<file path="config.mk">
export PLATFORM = sky130hd
export DESIGN_NAME = serial_paralelo_phy
export DESIGN_NICKNAME = d
export VERILOG_FILES = /design/src/rtl/serial_paralelo_phy.sv
export SDC_FILE = /design/constraint.sdc
export NUM_CORES = 1
export LEC_CHECK = 0
export ABC_AREA = 0
export BUFFER_PORTS_ARGS = -buffer_cell sky130_fd_sc_hd__buf_2
export CORE_MARGIN = 4
export CORE_UTILIZATION = 38
export CTS_CLUSTER_DIAMETER = 80
export DETAILED_ROUTE_END_ITERATION = 8
export PLACE_DENSITY = 0.6
export SETUP_SLACK_MARGIN = 0.2
export SYNTH_ARGS = -nofsm -noshare
export SYNTH_HDL_FRONTEND = slang
export SYNTH_SLANG_ARGS = --single-unit
</file>
<file path="constraint.sdc">
create_clock -name clk_8f -period 2.3 [get_ports clk_8f]
set_clock_uncertainty 0.2 [all_clocks]
set_input_delay 0 -clock clk_8f [delete_from_list [all_inputs] [get_ports clk_8f]]
set_output_delay 0 -clock clk_8f [all_outputs]
set_load 0.1 [all_outputs]
</file>
<file path="src/rtl/serial_paralelo_phy.sv">
// Receive-side deserializer: aligns on the COM symbol, locks after a run of COM bytes,
// then presents bytes to the unstriping stage. Optional byte_count via DESER_STATS_EN.
module serial_paralelo_phy #(
    parameter logic [7:0]  COM_SYM   = 8'hBC,
    parameter int unsigned ALIGN_CNT = 4
) (
    input  logic       clk_8f,
    input  logic       reset,
    input  logic       data_in,
    output logic [7:0] data_out,
    output logic       valid_out,
    output logic       byte_stb,
`ifdef DESER_STATS_EN
    output logic [7:0] byte_count,
`endif
    output logic       active
);

    typedef enum logic [1:0] {
        StHunt,
        StCount,
        StActive
    } state_e;

    localparam logic [3:0] AlignCnt = 4'(ALIGN_CNT);

    state_e     state_q, state_d;
    logic [6:0] sr_q;
    logic [7:0] cand;
    logic [2:0] bit_cnt_q, bit_cnt_d;
    logic [3:0] com_cnt_q, com_cnt_d;
    logic [7:0] data_q, data_d;
    logic       valid_q, valid_d;
    logic       stb_q, stb_d;
    logic       is_com;
    logic       boundary;

    // Only the last seven bits are kept; the eighth is the bit arriving this cycle.
    assign cand     = {sr_q, data_in};
    assign is_com   = (cand == COM_SYM);
    assign boundary = (bit_cnt_q == 3'd7);

    always_comb begin
        state_d   = state_q;
        bit_cnt_d = bit_cnt_q + 3'd1;
        com_cnt_d = com_cnt_q;
        data_d    = data_q;
        valid_d   = valid_q;
        stb_d     = 1'b0;
        unique case (state_q)
            StHunt: begin
                bit_cnt_d = 3'd0;
                valid_d   = 1'b0;
                if (is_com) begin
                    com_cnt_d = 4'd1;
                    state_d   = (AlignCnt == 4'd1) ? StActive : StCount;
                end
            end
            StCount: begin
                valid_d = 1'b0;
                if (boundary) begin
                    if (is_com) begin
                        com_cnt_d = com_cnt_q + 4'd1;
                        if (com_cnt_q + 4'd1 == AlignCnt) begin
                            state_d = StActive;
                        end
                    end else begin
                        // A COM overlapping the rejected byte can still be found next cycle.
                        state_d   = StHunt;
                        com_cnt_d = 4'd0;
                    end
                end
            end
            StActive: begin
                if (boundary) begin
                    stb_d = 1'b1;
                    if (is_com) begin
                        valid_d = 1'b0;
                    end else begin
                        data_d  = cand;
                        valid_d = 1'b1;
                    end
                end
            end
            default: begin
                state_d = StHunt;
            end
        endcase
    end

    always_ff @(posedge clk_8f) begin
        if (reset) begin
            state_q   <= StHunt;
            sr_q      <= 7'd0;
            bit_cnt_q <= 3'd0;
            com_cnt_q <= 4'd0;
            data_q    <= 8'h00;
            valid_q   <= 1'b0;
            stb_q     <= 1'b0;
        end else begin
            state_q   <= state_d;
            sr_q      <= cand[6:0];
            bit_cnt_q <= bit_cnt_d;
            com_cnt_q <= com_cnt_d;
            data_q    <= data_d;
            valid_q   <= valid_d;
            stb_q     <= stb_d;
        end
    end

    assign data_out  = data_q;
    assign valid_out = valid_q;
    assign byte_stb  = stb_q;
    assign active    = (state_q == StActive);

`ifdef DESER_STATS_EN
    logic [7:0] count_q, count_d;

    always_comb begin
        count_d = count_q;
        if (state_q == StActive && boundary && !is_com && count_q != 8'hFF) begin
            count_d = count_q + 8'd1;
        end
    end

    always_ff @(posedge clk_8f) begin
        if (reset) begin
            count_q <= 8'h00;
        end else begin
            count_q <= count_d;
        end
    end

    assign byte_count = count_q;
`endif

endmodule

</file>
==> metrics.cfg <==
[timing]
maxSlewViolCount = 0
rsz0062_at_grt = false
setup_tns_ns = 0
finalHoldViolCount = 0
fmax_mhz = 527
period_minus_slack_ns = 1.90
period_share = 0.825
setup_violations = 0
max_slew_margin = 0.678
hold_ws_ns = 0.256
worst_pin_slew_ns = 0.487

[critical_path]
r2r_end = data_out[7]
cp.arrival_ns = 1.91
worst-r2r-cell-count = 7
r2r_setup_slack_ns = 0.40
start_kind = flip-flop
r2r-start = bit_cnt_q[0]
worstSetupPathType = flip-flop to flip-flop
cp_max_fo = 8
required_ns = 2.31
critPathCaptureType = flip-flop

[synthesis]
syn_nets = 117
synthArstFlopShare = 0
yosysWarningCount = 0
syn_avg_cell_area_um2 = 9.94
synth-seq-cells = 26
synth_edf_count = 0
yosys-top-cells-area = dfxtp_1 (48%), mux2i_1 (6.4%), nor2b_1 (6.3%), ha_1 (4.6%), nor2_1 (4.5%)
synth_most_common_cell = dfxtp_1
yosys.cell_types.count = 34
ys_seq_area_frac = 0.476
syn_area_mm2 = 0.00109
synth-main-ff-cell = dfxtp_1
netlist.area_leader.share = 0.476
synthTopCellsByCount = dfxtp_1 (26), nor2_1 (13), nor2b_1 (11)
synth_top_cell_by_area = dfxtp_1
synthCells = 110

[cts]
cts_sinks = 26
clk_pin_slew_ns = 0.13
insertion_delay_ns = 0.31
numCtsBuffers = 3
htreeDepth = 1
root_buffer = clkbuf_4
clockBufferDepth = 2
cts_tree = yes
cts_resized = 0

[power]
leakage_nw = 0.548
p_per_area_mw_per_mm2 = 555
ir_worst_vdd_v = 0.000505

[min_path]
hold_path_end = bit_cnt_q[0]
holdPathStages = 1
min-delay-start = bit_cnt_q[0]
min_path_type = flip-flop to flip-flop

[die]
die_x_um = 61.6
dieArea_mm2 = 0.00380
die_y_um = 61.6
core-area_mm2 = 0.00276
io_pins = 14
initial_core_util = 0.397
num_rows = 19

[placement]
gp_congestion = 0.721
post-dp-hpwl_um = 1470
port_buffers = 13

[detailed_routing]
via_per_inst = 5.30
num_vias = 827
totalWireLength_um = 1980
ant_nets = 0
drc_errors = 0
dr.pass1.iters = 4
post_drt_wl_per_cell_um = 12.7
dr.first_iter.drc_count = 21

[grt]
grt_pass1_wl_um = 3680
grt_pass1_vias = 828
grt_max_degree = 26
track_usage = 0.130
gr-total-overflow = 0
antenna_found_initial = 0

[final_layout]
diodes = 0
n_fill_cell = 279
drive_gt1_frac = 0.184
area_growth_pct = 14.6
fin_nets = 133

[job]
max_cap_viol_count = 0

[run_status]
status = finished clean

-- report_power, final --
group          internal, W  leakage, nW  switching, W
logic           0.00000758        0.317    0.00000937
clock network    0.0000967       0.0210      0.000127
registers         0.000453        0.210    0.00000191
-- layout make-up --
class                      instances  area [um2]  share of cell area
clock buffer                       4        36.3              0.0289
tap                               31        38.8              0.0309
multi-input combinational         75         532               0.424
sequential                        26         520               0.415
inverter                           3        11.3             0.00898
timing repair buffer              17         115              0.0918
-- sequential cells by signal (all words and copies together) (netlist names) --
signal     count
sr_q           7
valid_out      1
state_q        2
bit_cnt_q      3
data_out       8
byte_stb       1
com_cnt_q      4
-- worst max-delay path, cell delays in order (launching register included) --
cell	delay, ns
dfxtp_1	0.37
ha_1	0.15
ha_1	0.32
nand3b_4	0.14
a21oi_4	0.19
buf_12	0.15
mux2i_1	0.20
nor2_1	0.05
-- how the worst max path moves through the flow --
stage | from | end | slack, ns
floorplan | state_q[1] | state_q[1] | 0.48
global placement | bit_cnt_q[0] | data_out[5] | 0.47
detailed placement | bit_cnt_q[0] | data_out[2] | 0.37
CTS | bit_cnt_q[0] | data_out[2] | 0.35
global route | bit_cnt_q[0] | data_out[0] | 0.27
finish | bit_cnt_q[0] | data_out[7] | 0.40
-- routing by layer --
metal	GRT usage	wire, um
met4	0.0515	30
met5	0	0
met1	0.170	899
met3	0.0314	82
met2	0.205	965
-- metrics by stage --
step           cells  setup slack, ns  power, W   util  area (um2)
2_1_floorplan    110            0.480  0.000474      -        1100
3_3_place_gp     148            0.465  0.000478  0.423        1170
3_5_place_dp     148            0.373  0.000478  0.423        1170
4_1_cts          155            0.348  0.000705  0.447        1230
5_1_grt          156            0.269  0.000726  0.455        1250
6_report         156            0.402  0.000695  0.455        1250
-- layout by cell type (no fill, tap or decap), types with 2 or more instances in the layout --
cell type	count
a21oi_1	3
a31oi_1	3
and2_1	2
buf_2	13
clkbuf_4	3
dfxtp_1	26
dlygate4sd3_1	3
ha_1	4
inv_1	3
mux2i_1	7
nand2_1	5
nand3_1	2
nand3b_1	3
nor2_1	13
nor2b_1	10
o21ai_0	4
-- cell families after synthesis --
kind of cell	Yosys count	share of synthesized area
multiplexers	7	0.0641
adder cells (fa/ha/maj)	4	0.0458
AND/OR/NAND/NOR	45	0.246
flip-flops	26	0.476
buffers and inverters	9	0.0400
AO/OA/AOI/OAI	19	0.128
-- repair_timing --
action / in CTS / in global routing
setup buffers: 0 / 1
endpoints found under the setup margin: 0 / 1
endpoints found under the hold margin: 19 / 0
hold buffers: 3 / 0
Power figures use the tool's default switching activity.
